### config.mk
export PLATFORM = sky130hd
export DESIGN_NAME = sweep_stim_gen_flat
export DESIGN_NICKNAME = d
export VERILOG_FILES = /design/src/rtl/sweep_pkg.sv /design/src/rtl/sweep_stim_gen_if.sv /design/src/rtl/sweep_misr.sv /design/src/rtl/sweep_stim_gen.sv /design/src/flat_wrapper.sv
export SDC_FILE = /design/constraint.sdc
export NUM_CORES = 1
export LEC_CHECK = 0
export CAP_MARGIN = 20
export CORE_ASPECT_RATIO = 2
export CORE_MARGIN = 5
export CORE_UTILIZATION = 49
export DETAILED_ROUTE_END_ITERATION = 6
export PLACE_DENSITY = 0.77
export SETUP_SLACK_MARGIN = 0.1
export SKIP_LAST_GASP = 1
export SLEW_MARGIN = 20
export SYNTH_ARGS = -nofsm -noshare
export SYNTH_HDL_FRONTEND = slang
export SYNTH_SLANG_ARGS = --single-unit
### constraint.sdc
create_clock -name clk -period 1.8 [get_ports clk]
set_input_delay 0.36 -clock clk [delete_from_list [all_inputs] [get_ports clk]]
set_output_delay 0.36 -clock clk [all_outputs]
set_load 0.05 [all_outputs]
### src/rtl/sweep_pkg.sv
// Shared definitions for the exhaustive-stimulus sweeper.
//   - sweep_state_e : FSM state encodings
//   - DEFAULT_POLY  : default MISR feedback polynomial (8-bit)
//   - bin2gray      : binary to reflected-Gray conversion
package sweep_pkg;

  typedef enum logic [1:0] {
    IDLE  = 2'd0,
    DRIVE = 2'd1,
    DONE  = 2'd2
  } sweep_state_e;

  localparam logic [7:0] DEFAULT_POLY = 8'h1D;

  function automatic logic [15:0] bin2gray(input logic [15:0] b);
    return b ^ (b >> 1);
  endfunction

endpackage

### src/rtl/sweep_stim_gen_if.sv
// Bundle between the control/bench side and the sweeper.
//   master : drives start/abort/pause/gray_mode and the DUT response resp
//   slave  : the sweeper; drives stim/sample/busy/done/signature/pat_idx
interface sweep_stim_gen_if #(
  parameter int WIDTH  = 4,
  parameter int RESP_W = 2,
  parameter int SIG_W  = 8
);
  logic              start;
  logic              abort;
  logic              pause;
  logic              gray_mode;
  logic [RESP_W-1:0] resp;
  logic [WIDTH-1:0]  stim;
  logic              sample;
  logic              busy;
  logic              done;
  logic [SIG_W-1:0]  signature;
  logic [WIDTH-1:0]  pat_idx;

  modport master (
    output start, abort, pause, gray_mode, resp,
    input  stim, sample, busy, done, signature, pat_idx
  );

  modport slave (
    input  start, abort, pause, gray_mode, resp,
    output stim, sample, busy, done, signature, pat_idx
  );
endinterface

### src/rtl/sweep_misr.sv
// Multiple-input signature register.
//   clk, rst_n : clock, async active-low reset (sig -> 0)
//   clr        : synchronous clear, wins over en
//   en         : fold din into the signature this edge
//   din        : RESP_W-bit input, zero-extended to SIG_W
//   sig        : current signature
module sweep_misr #(
  parameter int                SIG_W  = 8,
  parameter logic [SIG_W-1:0]  POLY   = 8'h1D,
  parameter int                RESP_W = 2
) (
  input  logic              clk,
  input  logic              rst_n,
  input  logic              clr,
  input  logic              en,
  input  logic [RESP_W-1:0] din,
  output logic [SIG_W-1:0]  sig
);

  logic [SIG_W-1:0] din_ext;

  always_comb begin
    din_ext              = '0;
    din_ext[RESP_W-1:0]  = din;
  end

  always_ff @(posedge clk or negedge rst_n) begin
    if (!rst_n) begin
      sig <= '0;
    end else if (clr) begin
      sig <= '0;
    end else if (en) begin
      sig <= (sig << 1) ^ (sig[SIG_W-1] ? POLY : '0) ^ din_ext;
    end
  end

endmodule

### src/rtl/sweep_stim_gen.sv
// Exhaustive stimulus sweeper: walks all 2^WIDTH patterns (binary or Gray
// order), holds each for HOLD cycles, and folds the response sampled on the
// last hold cycle into a MISR signature.
//   clk, rst_n : clock, async active-low reset
//   bus        : slave side of sweep_stim_gen_if (control, stim/resp, status)
//
// state | meaning
// IDLE  | waiting for start; outputs cleared
// DRIVE | sweep running, stim driven, hold counter active
// DONE  | sweep complete, done held, stim keeps the last pattern
module sweep_stim_gen
  import sweep_pkg::*;
#(
  parameter int               WIDTH  = 4,
  parameter int               RESP_W = 2,
  parameter int               HOLD   = 5,
  parameter int               SIG_W  = 8,
  parameter logic [SIG_W-1:0] POLY   = SIG_W'(DEFAULT_POLY)
) (
  input logic               clk,
  input logic               rst_n,
  sweep_stim_gen_if.slave   bus
);

  localparam int              HCW       = (HOLD > 1) ? $clog2(HOLD) : 1;
  localparam logic [HCW-1:0]  HOLD_LAST = HCW'(HOLD - 1);
  localparam logic [WIDTH-1:0] IDX_LAST = '1;

  sweep_state_e     state_q, state_d;
  logic [WIDTH-1:0] stim_q, stim_d;
  logic [WIDTH-1:0] idx_q, idx_d, idx_inc;
  logic [HCW-1:0]   hold_q, hold_d;
  logic             gray_q, gray_d;
  logic             busy_q, busy_d;
  logic             done_q, done_d;
  logic             capture;
  logic             misr_clr, misr_en;
  logic [SIG_W-1:0] sig;

  assign idx_inc = idx_q + WIDTH'(1);
  assign capture = (state_q == DRIVE) && !bus.pause && (hold_q == HOLD_LAST);

  always_comb begin
    state_d  = state_q;
    stim_d   = stim_q;
    idx_d    = idx_q;
    hold_d   = hold_q;
    gray_d   = gray_q;
    busy_d   = busy_q;
    done_d   = done_q;
    misr_clr = 1'b0;
    misr_en  = 1'b0;

    if (bus.abort) begin
      // signature is deliberately left alone so it can be inspected after abort
      state_d = IDLE;
      stim_d  = '0;
      idx_d   = '0;
      hold_d  = '0;
      busy_d  = 1'b0;
      done_d  = 1'b0;
    end else begin
      unique case (state_q)
        IDLE, DONE: begin
          if (bus.start) begin
            state_d  = DRIVE;
            gray_d   = bus.gray_mode;
            stim_d   = '0;
            idx_d    = '0;
            hold_d   = '0;
            busy_d   = 1'b1;
            done_d   = 1'b0;
            misr_clr = 1'b1;
          end
        end
        DRIVE: begin
          if (!bus.pause) begin
            if (hold_q != HOLD_LAST) begin
              hold_d = hold_q + HCW'(1);
            end else begin
              misr_en = 1'b1;
              if (idx_q == IDX_LAST) begin
                state_d = DONE;
                busy_d  = 1'b0;
                done_d  = 1'b1;
              end else begin
                idx_d  = idx_inc;
                stim_d = gray_q ? WIDTH'(bin2gray(16'(idx_inc))) : idx_inc;
                hold_d = '0;
              end
            end
          end
        end
        default: state_d = IDLE;
      endcase
    end
  end

  always_ff @(posedge clk or negedge rst_n) begin
    if (!rst_n) begin
      state_q <= IDLE;
      stim_q  <= '0;
      idx_q   <= '0;
      hold_q  <= '0;
      gray_q  <= 1'b0;
      busy_q  <= 1'b0;
      done_q  <= 1'b0;
    end else begin
      state_q <= state_d;
      stim_q  <= stim_d;
      idx_q   <= idx_d;
      hold_q  <= hold_d;
      gray_q  <= gray_d;
      busy_q  <= busy_d;
      done_q  <= done_d;
    end
  end

  sweep_misr #(
    .SIG_W  (SIG_W),
    .POLY   (POLY),
    .RESP_W (RESP_W)
  ) u_misr (
    .clk   (clk),
    .rst_n (rst_n),
    .clr   (misr_clr),
    .en    (misr_en),
    .din   (bus.resp),
    .sig   (sig)
  );

  // an aborted capture cycle is not a capture, so no pulse either
  assign bus.sample    = capture && !bus.abort;
  assign bus.stim      = stim_q;
  assign bus.pat_idx   = idx_q;
  assign bus.busy      = busy_q;
  assign bus.done      = done_q;
  assign bus.signature = sig;

endmodule

### src/flat_wrapper.sv
// flat-port wrapper written by rule: the top's interface ports become plain ports
module sweep_stim_gen_flat import sweep_pkg::*;
#(
  parameter int               WIDTH  = 4,
  parameter int               RESP_W = 2,
  parameter int               HOLD   = 5,
  parameter int               SIG_W  = 8,
  parameter logic [SIG_W-1:0] POLY   = SIG_W'(DEFAULT_POLY)
)
  (clk, rst_n, bus_start, bus_abort, bus_pause, bus_gray_mode, bus_resp, bus_stim, bus_sample, bus_busy, bus_done, bus_signature, bus_pat_idx);
  sweep_stim_gen_if #(.WIDTH(WIDTH), .RESP_W(RESP_W), .SIG_W(SIG_W)) bus_i ();
  input logic clk;
  input logic rst_n;
  input wire logic [$bits(bus_i.start)-1:0] bus_start;
  input wire logic [$bits(bus_i.abort)-1:0] bus_abort;
  input wire logic [$bits(bus_i.pause)-1:0] bus_pause;
  input wire logic [$bits(bus_i.gray_mode)-1:0] bus_gray_mode;
  input wire logic [$bits(bus_i.resp)-1:0] bus_resp;
  output wire logic [$bits(bus_i.stim)-1:0] bus_stim;
  output wire logic [$bits(bus_i.sample)-1:0] bus_sample;
  output wire logic [$bits(bus_i.busy)-1:0] bus_busy;
  output wire logic [$bits(bus_i.done)-1:0] bus_done;
  output wire logic [$bits(bus_i.signature)-1:0] bus_signature;
  output wire logic [$bits(bus_i.pat_idx)-1:0] bus_pat_idx;
  assign bus_i.start = bus_start;
  assign bus_i.abort = bus_abort;
  assign bus_i.pause = bus_pause;
  assign bus_i.gray_mode = bus_gray_mode;
  assign bus_i.resp = bus_resp;
  assign bus_stim = bus_i.stim;
  assign bus_sample = bus_i.sample;
  assign bus_busy = bus_i.busy;
  assign bus_done = bus_i.done;
  assign bus_signature = bus_i.signature;
  assign bus_pat_idx = bus_i.pat_idx;
  sweep_stim_gen #(.WIDTH(WIDTH), .RESP_W(RESP_W), .HOLD(HOLD), .SIG_W(SIG_W), .POLY(POLY)) u_core (.clk(clk), .rst_n(rst_n), .bus(bus_i));
endmodule
==> results_dict.tcl, run 1 <==
set metrics [dict create \
    status "completed" \
    layout_common_cells "buf_4, dfrtp_1, nand2_1" \
    coreArea_um2 2540 \
    vias 1086 \
    worstPathMaxFanout 3 \
    drv_slew 0 \
    path_class "reg -> out" \
    root_buffer "clkbuf_8" \
    final_common_cell "buf_4" \
    worstSkewPairLatency_ns 0.27 \
    period_share 0.955 \
    place_hpwl_mm 2.31 \
    clk_pin_slew_ns 0.08 \
    instances_no_fill 195 \
    setup_tns_ns 0 \
    synth_cells 126 \
    power_density_nw_per_um2 575 \
    finClkSkew_ns 0.00809 \
    synth-edff-count 0 \
    setup_viol 0 \
    p_leak_nw 0.762 \
    final_util 0.669 \
    synth_area_leader_cell "dfrtp_1" \
    grt_busiest_layer "met2" \
    placed_cell_area_um2 1610 \
    path_buf_inv 3 \
    numPortBuffers 26 \
    grtUsageMet2 0.314 \
    cp.arrival_ns 1.36 \
    hold_viol_final 0 \
    route.detailed.drc 0 \
    synth.net_count 137 \
    power.total_w 0.000977 \
    grt.met1_usage 0.195 \
    cts_tree "done" \
    netlist_area_um2 1270 \
    die_w_um 46.1 \
    first_global_vias 1083 \
    htreeDepth 1 \
    grt_max_degree 24 \
    use_met3 0.0260 \
    worst_pin_slew_ns 0.299 \
    yosys_warnings 0 \
    syn_area_per_cell_um2 10.1 \
    wl_per_cell_um 15.3 \
    vdd_drop_max_mv 0.423 \
    synth-seq-area-share 0.451 \
    diodes 0 \
    hold_buffers 0 \
    rows 26 \
    maxCapViolations 0 \
    dr.pass1.iters 4 \
    drtIter0Drc 26 \
    rsz0062_at_grt "true" \
    ant_nets 0 \
    path_cells "inv_1, ha_2, and2_4, nand2_2, clkinvlp_4, buf_12" \
    pin_count 27 \
    slowest_delay_ns 0.39 \
    startpoint_type "flip-flop" \
    grt_pass1_wl_mm 4.85 \
    post-route-cell-area_um2 1700 \
    ys_async_sr_fraction 1.00 \
    critPathSlowestCell "dfrtp_1" \
    area_growth_pct 33.2 \
    clkSinkCount 23 \
    required_ns 1.44 \
    track_usage 0.175 \
    ys.flop_type "dfrtp_1" \
    finalWirelength_mm 2.98 \
    synth_cell_types 42 \
    crit_family "flip-flops" \
    hold_class "in -> async" \
    period_needed_ns 1.72 \
    dieArea_um2 3780 \
    fmax_mhz 582 \
    start_util 0.502 \
    end_kind "primary output" \
    antenna_found_initial 0 \
    fp.dieH_um 82.1 \
    synth_top_cell_area_share 0.451 \
    max_slew_margin 0.799 \
    nNetsFinal 179 \
    cts_buffers 3 \
    drive_above_1_share 0.371 \
    ys_ff_latch 23 \
    clk_path_buf_depth 2 \
    gp_congestion 0.832 \
    via_per_inst 5.57 \
    overflow 0 \
    synthTopCellsByArea "dfrtp_1, nand2_1, nand3_1" \
    placed_cells 187 \
]
-- power breakdown --
part           internal (W)  total, W  switching [W]  leakage, nW
registers          0.000526  0.000539      0.0000134        0.307
logic             0.0000590  0.000117      0.0000577        0.432
clock network      0.000158  0.000321       0.000163       0.0228
total              0.000743  0.000977       0.000234        0.762
-- through the flow --
| step | hold WS [ns] | setup slack [ns] |
|---|---|---|
| floorplan | 0.0644 | 0.141 |
| global placement | 0.463 | -0.0883 |
| detailed placement | 0.474 | -0.125 |
| CTS | 0.459 | 0.0663 |
| global route | 0.483 | 0.00895 |
| finish | 0.451 | 0.0809 |
-- per-layer routing --
layer	vias to the layer above	part of all wire
met1	510	0.37
li1	525	-
met4	0	0.026
met2	41	0.55
met3	10	0.054
met5	-	0
-- worst paths after layout --
kind                            slack (ns)                                 to  cells past startpoint                      startpoint
worst max register to register        0.19  u_core.bus.pat_idx[2]$_DFFE_PN0P_                      5   u_core.state_q[1]$_DFFE_PN0P_
max in group asynchronous             1.09  u_core.bus.pat_idx[3]$_DFFE_PN0P_                      2                           rst_n
worst max-delay path                  0.08                         bus_sample                      6    u_core.hold_q[0]$_DFFE_PN0P_
worst min-delay path                  0.45   u_core.u_misr.sig[6]$_DFFE_PN0P_                      2                           rst_n
worst min register to register        0.49     u_core.bus.stim[1]$_DFFE_PN0P_                      2  u_core.bus.stim[1]$_DFFE_PN0P_
min in group clk                      0.49     u_core.bus.stim[1]$_DFFE_PN0P_                      2  u_core.bus.stim[1]$_DFFE_PN0P_
-- layout make-up --
class	count	area, um^2
clock buffers	4	45.0
fillers	188	840
inverters	4	18.8
multi-input cells	93	666
flip-flops and latches	23	583
well taps	28	35.0
repair buffers	43	350
-- Yosys cell counts (all sizes together), types with 2 or more instances --
| cell | instances |
|---|---|
| nor2 | 3 |
| buf | 6 |
| a211oi | 2 |
| inv | 4 |
| a22o | 2 |
| dfrtp | 23 |
| and2 | 2 |
| nand3b | 2 |
| o21ai | 12 |
| nand3 | 12 |
| nand2 | 17 |
| ha | 3 |
| nor2b | 2 |
| mux2i | 2 |
| nand2b | 3 |
| nor4 | 2 |
| xnor2 | 6 |
| or2 | 2 |
| nor3 | 2 |
| a21oi | 4 |
| xor2 | 2 |
-- logic make-up after synthesis --
family,Yosys count,synth area share
xor+xnor,8,0.0550
fa+ha+maj,3,0.0294
flops,23,0.451
mux,3,0.0245
compound gates,26,0.141
simple gates,53,0.252
buf+inv,10,0.0461
-- flip-flops by register name (all words and copies together) (netlist names) --
register / count
u_core.u_misr.sig: 8
u_core.bus.pat_idx: 4
u_core.bus.stim: 3
u_core.hold_q: 3
u_core.state_q: 2
u_core.bus.busy: 1
u_core.bus.done: 1
u_core.gray_q: 1
-- repair_timing --
| item | in CTS | in global routing |
|---|---|---|
| pin swaps | 2 | 1 |
| endpoints found under the setup margin | 1 | 3 |
| buffers inserted | 4 | 0 |
| resized for setup | 7 | 1 |
No activity file was read; power rests on OpenSTA's default activity.
==> run 2: changes to the inputs <==
- CORE_UTILIZATION: 49 -> 45
- HOLD_SLACK_MARGIN: not set -> 0.12
- PLACE_DENSITY: 0.77 -> 0.75
- clock period: 1.8 -> 1.4 ns (I/O delays scaled with it)
==> run 2 against run 1 <==
Clock power rose by 36%. Critical path depth did not move. The flow now finishes with violations (setup timing). Count of clock-buffer cells in the layout fell by 1. Register-to-register slack got worse by 0.42 ns. Highest routed layer unchanged. Die area rose by 7.4%. Via count rose by 19%. Flip-flop and latch count did not move. Sequential power rose by 29%. Combinational power rose by 65%. Total power rose by 36%. Utilization rose by 16 points. Cell count rose by 11%.
==> results_dict.tcl, run 2 (same netlist as run 1, synthesis figures left out) <==
set metrics [dict create \
    overflow 0 \
    placed_cells 199 \
    diodes 0 \
    rsz0062_at_grt "true" \
    hold_class "in -> async" \
    path_class "reg -> out" \
    htreeDepth 1 \
    instances_no_fill 217 \
    r2r-start "u_core.hold_q[1]$_DFFE_PN0P_" \
    period_share 1.24 \
    nNetsFinal 200 \
    grt_pass1_wl_mm 6.15 \
    status "complete, but fails checks" \
    cp.arrival_ns 1.45 \
    finalWirelength_mm 4.56 \
    power_density_nw_per_um2 585 \
    place_hpwl_mm 2.50 \
    drv_slew 0 \
    ant_nets 0 \
    vias 1291 \
    coreArea_um2 2740 \
    worstPathMaxFanout 4 \
    vdd_drop_max_mv 0.682 \
    cp-startpoint "u_core.hold_q[1]$_DFFE_PN0P_" \
    clkSinkCount 23 \
    post-route-cell-area_um2 2270 \
    layout_common_cells "buf_4, buf_12, dfrtp_1" \
    cts_buffers 3 \
    path_cells "inv_1, ha_2, and2_4, nand2_4, clkinvlp_4, buf_12" \
    antenna_found_initial 0 \
    max_slew_margin 0.782 \
    worst_pin_slew_ns 0.327 \
    dieArea_um2 4060 \
    wl_per_cell_um 21.0 \
    critPathSlowestCell "dfrtp_1" \
    end_kind "primary output" \
    fp.dieH_um 85.3 \
    placed_cell_area_um2 1950 \
    root_buffer "clkbuf_8" \
    period_needed_ns 1.73 \
    hold_viol_final 0 \
    p_leak_nw 0.967 \
    fmax_mhz 576 \
    required_ns 1.12 \
    layout_setup_ws_ns -0.335 \
    ff2ff_path_depth 7 \
    cp-endpoint "bus_sample" \
    startpoint_type "flip-flop" \
    numPortBuffers 26 \
    drtIter0Drc 42 \
    grt_max_degree 24 \
    drive_above_1_share 0.548 \
    route.detailed.drc 0 \
    regMostFlops "u_core.u_misr.sig" \
    rows 27 \
    r2r_setup_slack_ns -0.23 \
    pin_count 27 \
    via_per_inst 5.95 \
    worstReg2RegEnd "u_core.bus.stim[2]$_DFFE_PN0P_" \
    cts_tree "done" \
    start_util 0.466 \
    gp_congestion 0.884 \
    final_common_cell "buf_4" \
    hold_buffers 0 \
    first_global_vias 1320 \
    area_growth_pct 78.0 \
    violations "setup timing" \
    slowest_delay_ns 0.40 \
    dr.pass1.iters 4 \
    maxCapViolations 0 \
    finClkSkew_ns 0.00107 \
    largest_reg_flops 8 \
    worstSkewPairLatency_ns 0.27 \
    die_w_um 47.6 \
    clk_path_buf_depth 2 \
    clk_pin_slew_ns 0.09 \
    setup_viol 23 \
    track_usage 0.214 \
]
## run 2: cell types whose count changed in the layout (fill, tap and decap cells not counted), moves of 3 or more
cell	before	now
o21ai_0	10	2
o21ai_1	2	8
nand2_1	16	12
nand3_1	11	8
buf_12	1	19
buf_4	35	24
buf_6	0	12
## run 2: cell type report
cell class                 instances  area [um^2]
clock buffer                       3         41.3
clock inverter                     1         5.00
fill                             150          467
inverter                           4         18.8
multi-input combinational         93          781
sequential                        23          584
tap                               29         36.3
timing repair buffer              64          803
## run 2: metal layers
layer  track usage  share of wire
met1         0.218           0.32
met2         0.373           0.55
met3        0.0276          0.057
met4         0.137          0.064
met5             0              0
## run 2: stage by stage
step / hold WS, ns / power (W) / setup TNS (ns) / util / setup slack [ns]
after detailed placement: 0.545 / 0.000866 / -8.23 / 0.711 / -0.499
after CTS: 0.363 / 0.00129 / -1.87 / 0.779 / -0.270
after global routing: 0.376 / 0.00137 / -3.38 / 0.829 / -0.384
final: 0.354 / 0.00133 / -2.48 / 0.829 / -0.335
after global placement: 0.531 / 0.000861 / -7.41 / 0.711 / -0.427
after floorplan: -0.0156 / 0.000778 / -1.47 / - / -0.211
## run 2: critical path: cells and delay by family (launching register included)
family,cells,cell delay (ns)
buffers and inverters,3,0.34
flip-flops,1,0.40
AND/OR/NAND/NOR,2,0.24
adder cells (fa/ha/maj),1,0.20
## run 2: repair_timing
action                     4_1_cts  5_1_grt
cloned                           0        1
resized for setup               24       27
pin swaps                       15       17
setup endpoints to repair       25       29
setup buffers                   10        7
## run 2: where the power goes
| part | switching [W] | internal (W) |
|---|---|---|
| registers | 0.0000205 | 0.000676 |
| clock network | 0.000238 | 0.000200 |
| logic | 0.0000962 | 0.0000969 |
| total | 0.000355 | 0.000973 |
## run 2: worst min path at each step
stage,from,end,slack (ns),cells after the start
after floorplan,rst_n,u_core.bus.busy$_DFFE_PN0P_,-0.02,0
after global placement,u_core.bus.stim[1]$_DFFE_PN0P_,u_core.bus.stim[1]$_DFFE_PN0P_,0.53,2
after detailed placement,u_core.bus.stim[1]$_DFFE_PN0P_,u_core.bus.stim[1]$_DFFE_PN0P_,0.54,2
after CTS,rst_n,u_core.bus.stim[1]$_DFFE_PN0P_,0.36,2
after global routing,rst_n,u_core.bus.busy$_DFFE_PN0P_,0.38,2
final,rst_n,u_core.bus.pat_idx[0]$_DFFE_PN0P_,0.35,2
